$ cat config.mk
export PLATFORM = sky130hd
export DESIGN_NAME = pito_uart_loader
export DESIGN_NICKNAME = d
export VERILOG_FILES = /design/src/rtl/pito_uart_loader.sv
export SDC_FILE = /design/constraint.sdc
export NUM_CORES = 1
export LEC_CHECK = 0
export BUFFER_PORTS_ARGS = -buffer_cell sky130_fd_sc_hd__buf_4
export CORE_MARGIN = 3
export CORE_UTILIZATION = 56
export CTS_CLUSTER_SIZE = 25
export DETAILED_ROUTE_END_ITERATION = 7
export GPL_ROUTABILITY_DRIVEN = 0
export HOLD_SLACK_MARGIN = 0.03
export PLACE_DENSITY = 0.91
export REMOVE_ABC_BUFFERS = 1
export SLEW_MARGIN = 10
export SYNTH_ARGS = -nofsm -noshare
export SYNTH_HDL_FRONTEND = slang
export SYNTH_SLANG_ARGS = --single-unit
$ cat constraint.sdc
create_clock -name clk -period 5.1 [get_ports clk]
set_input_delay 0.255 -clock clk [delete_from_list [all_inputs] [get_ports clk]]
set_output_delay 0.255 -clock clk [all_outputs]
set_load 0.02 [all_outputs]
$ cat src/rtl/pito_uart_loader.sv
`default_nettype none
// ============================================================================
// Module   : pito_uart_loader
// Purpose  : UART byte-stream loader that writes framed 32-bit words into the
//            SoC instruction or data RAM programming port.
// Options  : PITO_LOADER_CHKSUM_EN adds a trailing XOR checksum byte per frame.
// Revision : 1.0 - initial release
// ============================================================================
module pito_uart_loader #(
    parameter int          DATA_W    = 32,
    parameter int          IMEM_AW   = 12,
    parameter int          DMEM_AW   = 12,
    parameter logic [7:0]  SYNC_BYTE = 8'hA5
) (
    input  logic               clk,
    input  logic               rst,
    input  logic [7:0]         rx_data,
    input  logic               rx_valid,
    output logic               rx_ready,
    output logic               imem_req,
    output logic               imem_we,
    output logic [3:0]         imem_be,
    output logic [IMEM_AW-1:0] imem_addr,
    output logic [DATA_W-1:0]  imem_wdata,
    output logic               dmem_req,
    output logic               dmem_we,
    output logic [3:0]         dmem_be,
    output logic [DMEM_AW-1:0] dmem_addr,
    output logic [DATA_W-1:0]  dmem_wdata,
    output logic               busy,
    output logic               done,
    output logic               err
);

    typedef enum logic [3:0] {
        S_IDLE  = 4'd0,
        S_TGT   = 4'd1,
        S_ALO   = 4'd2,
        S_AHI   = 4'd3,
        S_CLO   = 4'd4,
        S_CHI   = 4'd5,
        S_DATA  = 4'd6,
        S_WRITE = 4'd7,
`ifdef PITO_LOADER_CHKSUM_EN
        S_CHK   = 4'd8,
`endif
        S_DONE  = 4'd9
    } state_t;

    // State that follows the last payload byte or word of a frame.
`ifdef PITO_LOADER_CHKSUM_EN
    localparam state_t S_TAIL = S_CHK;
`else
    localparam state_t S_TAIL = S_DONE;
`endif

    state_t              state_q, state_d;
    logic                tgt_q, tgt_d;
    logic [15:0]         addr_q, addr_d;
    logic [15:0]         cnt_q, cnt_d;
    logic [1:0]          byte_cnt_q, byte_cnt_d;
    logic [23:0]         word_q, word_d;
    logic                rx_ready_q, rx_ready_d;
    logic                imem_req_q, imem_req_d;
    logic [IMEM_AW-1:0]  imem_addr_q, imem_addr_d;
    logic [DATA_W-1:0]   imem_wdata_q, imem_wdata_d;
    logic                dmem_req_q, dmem_req_d;
    logic [DMEM_AW-1:0]  dmem_addr_q, dmem_addr_d;
    logic [DATA_W-1:0]   dmem_wdata_q, dmem_wdata_d;
    logic                busy_q, busy_d;
    logic                done_q, done_d;
    logic                err_q, err_d;
`ifdef PITO_LOADER_CHKSUM_EN
    logic [7:0]          chk_q, chk_d;
`endif

    logic                w_xfer;
    logic [31:0]         w_word;

    assign w_xfer = rx_valid & rx_ready_q;
    assign w_word = {rx_data, word_q};

    always_comb begin
        state_d      = state_q;
        tgt_d        = tgt_q;
        addr_d       = addr_q;
        cnt_d        = cnt_q;
        byte_cnt_d   = byte_cnt_q;
        word_d       = word_q;
        err_d        = err_q;
        imem_req_d   = 1'b0;
        imem_addr_d  = imem_addr_q;
        imem_wdata_d = imem_wdata_q;
        dmem_req_d   = 1'b0;
        dmem_addr_d  = dmem_addr_q;
        dmem_wdata_d = dmem_wdata_q;

        case (state_q)
            S_IDLE: begin
                if (w_xfer && rx_data == SYNC_BYTE) begin
                    state_d    = S_TGT;
                    err_d      = 1'b0;
                    byte_cnt_d = 2'd0;
                end
            end
            S_TGT: begin
                if (w_xfer) begin
                    if (rx_data > 8'd1) begin
                        err_d   = 1'b1;
                        state_d = S_IDLE;
                    end else begin
                        tgt_d   = rx_data[0];
                        state_d = S_ALO;
                    end
                end
            end
            S_ALO: begin
                if (w_xfer) begin
                    addr_d[7:0] = rx_data;
                    state_d     = S_AHI;
                end
            end
            S_AHI: begin
                if (w_xfer) begin
                    addr_d[15:8] = rx_data;
                    state_d      = S_CLO;
                end
            end
            S_CLO: begin
                if (w_xfer) begin
                    cnt_d[7:0] = rx_data;
                    state_d    = S_CHI;
                end
            end
            S_CHI: begin
                if (w_xfer) begin
                    cnt_d[15:8] = rx_data;
                    state_d     = ({rx_data, cnt_q[7:0]} == 16'd0) ? S_TAIL : S_DATA;
                end
            end
            S_DATA: begin
                if (w_xfer) begin
                    word_d     = {rx_data, word_q[23:8]};
                    byte_cnt_d = byte_cnt_q + 2'd1;
                    // The write is launched here so it is on the port during WRITE.
                    if (byte_cnt_q == 2'd3) begin
                        state_d = S_WRITE;
                        if (tgt_q) begin
                            dmem_req_d   = 1'b1;
                            dmem_addr_d  = addr_q[DMEM_AW-1:0];
                            dmem_wdata_d = w_word;
                        end else begin
                            imem_req_d   = 1'b1;
                            imem_addr_d  = addr_q[IMEM_AW-1:0];
                            imem_wdata_d = w_word;
                        end
                    end
                end
            end
            S_WRITE: begin
                addr_d  = addr_q + 16'd1;
                cnt_d   = cnt_q - 16'd1;
                state_d = (cnt_q == 16'd1) ? S_TAIL : S_DATA;
            end
`ifdef PITO_LOADER_CHKSUM_EN
            S_CHK: begin
                if (w_xfer) begin
                    if (rx_data == chk_q) begin
                        state_d = S_DONE;
                    end else begin
                        err_d   = 1'b1;
                        state_d = S_IDLE;
                    end
                end
            end
`endif
            S_DONE: begin
                state_d = S_IDLE;
            end
            default: begin
                state_d = S_IDLE;
            end
        endcase

        rx_ready_d = (state_d != S_WRITE) && (state_d != S_DONE);
        busy_d     = (state_d != S_IDLE);
        done_d     = (state_d == S_DONE);
    end

`ifdef PITO_LOADER_CHKSUM_EN
    // Running XOR over every byte after SYNC up to the checksum byte itself.
    always_comb begin
        chk_d = chk_q;
        if (state_q == S_IDLE) begin
            chk_d = 8'd0;
        end else if (w_xfer && state_q != S_CHK) begin
            chk_d = chk_q ^ rx_data;
        end
    end
`endif

    always_ff @(posedge clk or posedge rst) begin
        if (rst) begin
            state_q      <= S_IDLE;
            tgt_q        <= 1'b0;
            addr_q       <= 16'd0;
            cnt_q        <= 16'd0;
            byte_cnt_q   <= 2'd0;
            word_q       <= 24'd0;
            rx_ready_q   <= 1'b0;
            imem_req_q   <= 1'b0;
            imem_addr_q  <= '0;
            imem_wdata_q <= '0;
            dmem_req_q   <= 1'b0;
            dmem_addr_q  <= '0;
            dmem_wdata_q <= '0;
            busy_q       <= 1'b0;
            done_q       <= 1'b0;
            err_q        <= 1'b0;
`ifdef PITO_LOADER_CHKSUM_EN
            chk_q        <= 8'd0;
`endif
        end else begin
            state_q      <= state_d;
            tgt_q        <= tgt_d;
            addr_q       <= addr_d;
            cnt_q        <= cnt_d;
            byte_cnt_q   <= byte_cnt_d;
            word_q       <= word_d;
            rx_ready_q   <= rx_ready_d;
            imem_req_q   <= imem_req_d;
            imem_addr_q  <= imem_addr_d;
            imem_wdata_q <= imem_wdata_d;
            dmem_req_q   <= dmem_req_d;
            dmem_addr_q  <= dmem_addr_d;
            dmem_wdata_q <= dmem_wdata_d;
            busy_q       <= busy_d;
            done_q       <= done_d;
            err_q        <= err_d;
`ifdef PITO_LOADER_CHKSUM_EN
            chk_q        <= chk_d;
`endif
        end
    end

    assign rx_ready   = rx_ready_q;
    assign imem_req   = imem_req_q;
    assign imem_we    = imem_req_q;
    assign imem_be    = {4{imem_req_q}};
    assign imem_addr  = imem_addr_q;
    assign imem_wdata = imem_wdata_q;
    assign dmem_req   = dmem_req_q;
    assign dmem_we    = dmem_req_q;
    assign dmem_be    = {4{dmem_req_q}};
    assign dmem_addr  = dmem_addr_q;
    assign dmem_wdata = dmem_wdata_q;
    assign busy       = busy_q;
    assign done       = done_q;
    assign err        = err_q;

endmodule
`default_nettype wire

### After elaboration in Yosys (flattened, before gate mapping)

Index checks and enable logic that the tools add are counted.

| word-level totals | value |
|---|---|
| register bits after elaboration | 157 |
| bits in latches | 0 |
| RAM bits | 0 |
| ROM bits | 0 |
| bits of input ports | 11 |
| output and inout bits | 104 |
| memories | 0 |

| operators by class | value |
|---|---|
| add/sub/neg operators | 3 |
| multiply operators | 0 |
| div/mod/pow operators | 0 |
| magnitude comparators | 1 |
| equal/unequal tests | 21 |
| shift-type cells | 0 |
| multiplexer cells | 32 |
| bitwise gates (word level) | 3 |
| reductions and logical operators | 21 |

Operator list:

| kind | count |
|---|---|
| $pmux W8 S2 | 4 |
| $mux W4 | 10 |
| $pmux W4 S8 | 1 |
| $add A16 B1 Y16 const B | 1 |
| $eq A16 B1 Y1 const B | 1 |
| $eq A4 B3 Y1 const B | 4 |
| $logic_not A16 Y1 | 1 |
| $ne A2 B2 Y1 const B | 8 |
| $sub A16 B1 Y16 const B | 1 |
| $reduce_and A4 Y1 | 3 |
| $reduce_bool A2 Y1 | 6 |
| $mux W1 | 11 |
| $reduce_and A2 Y1 | 5 |
| $eq A4 B2 Y1 const B | 2 |
| $eq A8 B8 Y1 const B | 1 |
| $gt A8 B1 Y1 const B | 1 |
| $mux W8 | 1 |
| $mux W2 | 3 |
| $reduce_and A3 Y1 | 2 |
| $eq A4 B1 Y1 const B | 1 |
| $eq A4 B4 Y1 const B | 1 |
| $logic_not A4 Y1 | 1 |
| $ne A4 B3 Y1 const B | 1 |
| $ne A4 B4 Y1 const B | 1 |
| 8 further kinds | 10 |

### Longest topological paths before layout

| logic depth | value |
|---|---|
| depth after elaboration | 6 |
| gate-level depth with buffers | 7 |
| depth with buffers taken out | 6 |

### Worst setup path before layout

No wires, ideal clock.

| timing path | value |
|---|---|
| kind | register to register |
| from | register rx_ready_q, in the netlist rx_ready |
| to | register imem_wdata_q[15], in the netlist imem_wdata[15] |
| arrival | 1.784 ns |
| slack | 3.191 ns |
| stages on the path, launching flop included | 7 |
| clock period less this slack | 1.909 ns |
| cells stage by stage | dfrtp_1 and4b_1 buf_2 nand3_1 nor2_2 buf_4 mux2_2 |

| between the ends | value |
|---|---|
| cells in the longest elaborated chain, start to end | 2 |

RTL lines:

| element | RTL line | text |
|---|---|---|
| start, declared | 63 | `logic rx_ready_q, rx_ready_d;` |
| start signal, assigned | 230 | `rx_ready_q <= rx_ready_d;` |
| $and A1 B1 Y1 | 80 | `assign w_xfer = rx_valid & rx_ready_q;` |
| $reduce_and A4 Y1 (no source line) | - |  |
| end signal, assigned | 233 | `imem_wdata_q <= imem_wdata_d;` |
| end, declared | 66 | `logic [DATA_W-1:0] imem_wdata_q, imem_wdata_d;` |

No other way between the ends.
A chain may end at the register's enable or synchronous reset.

### Worst setup path after layout

| timing path | value |
|---|---|
| from | register state_q[2] |
| to | register dmem_wdata_q[1], in the netlist dmem_wdata[1] |

| between the ends | value |
|---|---|
| cells in the longest elaborated chain, start to end | 2 |

RTL lines:

| element | RTL line | text |
|---|---|---|
| start, declared | 57 | `state_t state_q, state_d;` |
| start signal, assigned | 224 | `state_q <= state_d;` |
| $eq A4 B3 Y1 | 98 | `case (state_q)` |
| $reduce_and A4 Y1 (no source line) | - |  |
| end signal, assigned | 236 | `dmem_wdata_q <= dmem_wdata_d;` |
| end, declared | 69 | `logic [DATA_W-1:0] dmem_wdata_q, dmem_wdata_d;` |

No other way between the ends.

==> results.yml <==
status:
  status: "finished, final reports clean"
cts:
  cts_buffers: 17
  cts.sinks: 153
  clockBufferDepth: 2
  tritoncts: "built"
  clk_pin_slew_ps: 60
  clk_latency_ps: 420
  root_buffer: "clkbuf_16"
  cts_hold_buf: 1
  htreeDepth: 4
  cts_resized: 0
  cts_setup_buffers: 0
logic_synthesis:
  synth_top_area_share_pct: 56.2
  seq_area_frac_synth_pct: 56.2
  synth_edf_count: 0
  synth_area_per_cell_um2: 11.8
  ys.flop_type: "dfrtp_1"
  netlist_instances: 576
  yosysTopAreaCell: "dfrtp_1"
  ys_ff_latch: 153
  async_reset_ff_share_pct: 100
  synth_area_leaders: "dfrtp_1 (56%), mux2_2 (14%), nand2_1 (5.5%)"
  synth_area_um2: 6810
  yosysUniqueCellTypes: 69
  yosysWarningCount: 0
drt:
  vias: 5139
  vias_per_cell: 6.21
  routedWlPerCell_um: 20.1
  antenna_left: 0
  dr.pass1.iters: 5
  routed_wl_mm: 16.6
  drt_iter0_markers: 652
  drc: 0
worst_setup_path:
  critPathArrivalTime_ps: 3080
  reg2reg_to: "dmem_wdata[1]"
  start_kind: "register"
  criticalPathCategory: "reg2reg"
  r2r-start: "state_q[2]"
  cp-startpoint: "state_q[2]"
  end_kind: "register"
  timing.reg2reg.setup_slack_ps: 2310
  required_ps: 5390
  crit_end: "dmem_wdata[1]"
  reg2regPathDepth: 4
  crit_fanout: 45
global_routing:
  grt_pass1_wl_mm: 26.9
  antenna_found_initial: 0
  grt_max_degree: 82
  grt.total_usage_pct: 25.5
  grt_pass1_vias: 5294
  grt-ovfl-total: 0
min_path:
  hold_path_depth: 3
  hold_class: "in2reg"
flow_run:
  maxCapViolCount: 0
timing:
  max_freq_mhz: 359
  tightest_slew_ps: 1160
  setup_viol: 0
  fin_crit_ps: 2790
  clock_skew_ps: 8.07
  fin_setup_tns_ps: 0
  fin_crit_sh_pct: 54.6
  drv_slew: 0
  report.final.hold_viol_count: 0
  timing.slew.headroom_pct: 22.1
  rsz0062_at_grt: "false"
power_and_ir_drop:
  ir_drop_uv: 165
  finalPower_w: 0.00252
  p_leak_nw: 4.18
  p_per_area_nw_per_um2: 307
floorplanning:
  initial_core_util_pct: 58.4
  die_y_um: 116
  die_area_um2: 13500
  die_w_um: 116
  num_io_pins: 115
  rows: 39
  core_area_um2: 11700
finish:
  drive_above_1_share_pct: 36.4
  multi_input_area_um2: 2700
  regArea_um2: 3830
  area_growth_pct: 20.5
  antenna_cells: 0
  fin_nets: 689
  nFillCells: 764
place:
  portBuffers: 114
  dpl.hpwl_mm: 10.6
## metrics by stage
step | worst slack [ps] | cell area (um2) | utilization [%] | hold WS (ps) | cells
after global placement | 1980 | 7600 | 65.2 | 421 | 796
after global routing | 2120 | 8210 | 70.4 | 128 | 828
final | 2310 | 8210 | 70.4 | 131 | 828
after floorplan | 724 | 6540 | - | 360 | 537
after CTS | 1750 | 8200 | 70.3 | 116 | 828
after detailed placement | 1850 | 7600 | 65.2 | 430 | 796
## power by group
part,switching (W),internal [W]
registers,0.00000265,0.00122
clock network,0.000489,0.000757
logic,0.0000409,0.0000108
total,0.000532,0.00198
## final cells by class
cell class / count / share of cell area (%)
multi-input combinational: 378 / 32.9
timing repair buffer: 117 / 10.7
clock buffer: 21 / 5.73
sequential: 153 / 46.7
tap: 143 / 2.18
inverter: 6 / 0.335
clock inverter: 10 / 1.45
## cell usage in the layout, fill, tap and decap left out, types with 5 or more instances in the layout
cell,synthesis,final
clkbuf_16,0,17
mux2_2,83,83
nand3_1,18,18
and3_1,5,5
buf_4,14,116
a211oi_1,15,15
mux2_1,6,6
nand4_1,6,6
nor3_1,11,11
nor2_1,27,27
clkinvlp_4,0,6
o21ai_0,11,11
ha_1,5,5
dfrtp_1,153,153
a21oi_1,11,11
nand2_1,99,99
inv_1,6,5
## metal layers
metal | up-vias | wire [um] | part of all wire, % | GRT usage, %
met3 | 39 | 1290 | 7.7 | 6.74
met1 | 2602 | 6700 | 40 | 32.4
met2 | 247 | 8270 | 50 | 42.4
met4 | 0 | 388 | 2.3 | 9.36
met5 | - | 0 | 0 | 0
li1 | 2251 | - | - | -
## registers in the layout (all words and copies together) (netlist names)
register / cells
imem_addr: 12
imem_req: 1
done: 1
addr_q: 12
rx_ready: 1
byte_cnt_q: 2
cnt_q: 16
word_q: 24
dmem_wdata: 32
err: 1
dmem_req: 1
state_q: 4
dmem_addr: 12
tgt_q: 1
imem_wdata: 32
busy: 1
## cell usage after synthesis, types with 4 or more instances
master and number:
nand3_1 18, clkbuf_8 4, mux2i_1 4, o311ai_0 4, nand4_1 6, buf_2 6, and3_1 5, a211oi_1 15
buf_4 14, nand2_1 99, mux2_2 83, nor3_1 11, nor2_1 27, dfrtp_1 153, nor2b_1 4, nor4_1 4
ha_1 5, inv_1 6, and4_1 4, or4_1 4, o211ai_1 4, a21oi_1 11, mux2_1 6, clkbuf_1 10
o21ai_0 11
## logic make-up (layout without fill, tap and decap cells)
kind of cell,Yosys count,after routing,share of synthesized area [%]
AND/OR/NAND/NOR,211,211,15.9
buffers and inverters,45,154,4.30
adder cells (fa/ha/maj),5,5,0.919
AO/OA/AOI/OAI,68,68,7.24
multiplexers,93,93,15.3
flip-flops,153,153,56.2
XOR/XNOR,1,1,0.129
## worst min-delay path by stage
stage                     from        endpoint  slack [ps]
global placement           rst  imem_wdata[17]         420
CTS                 rx_data[1]      word_q[17]         120
finish              rx_data[1]      word_q[17]         130
global route        rx_data[1]      word_q[17]         130
detailed placement         rst  dmem_wdata[17]         430
floorplan           rx_data[0]      word_q[16]         360
## worst max-delay path, cell delays in order, from the launching register on
cell      delay, ps
dfrtp_1         580
nand4b_1        270
nor2_4          580
nand3_4         640
mux2_1          560
Power figures use the tool's default switching activity.
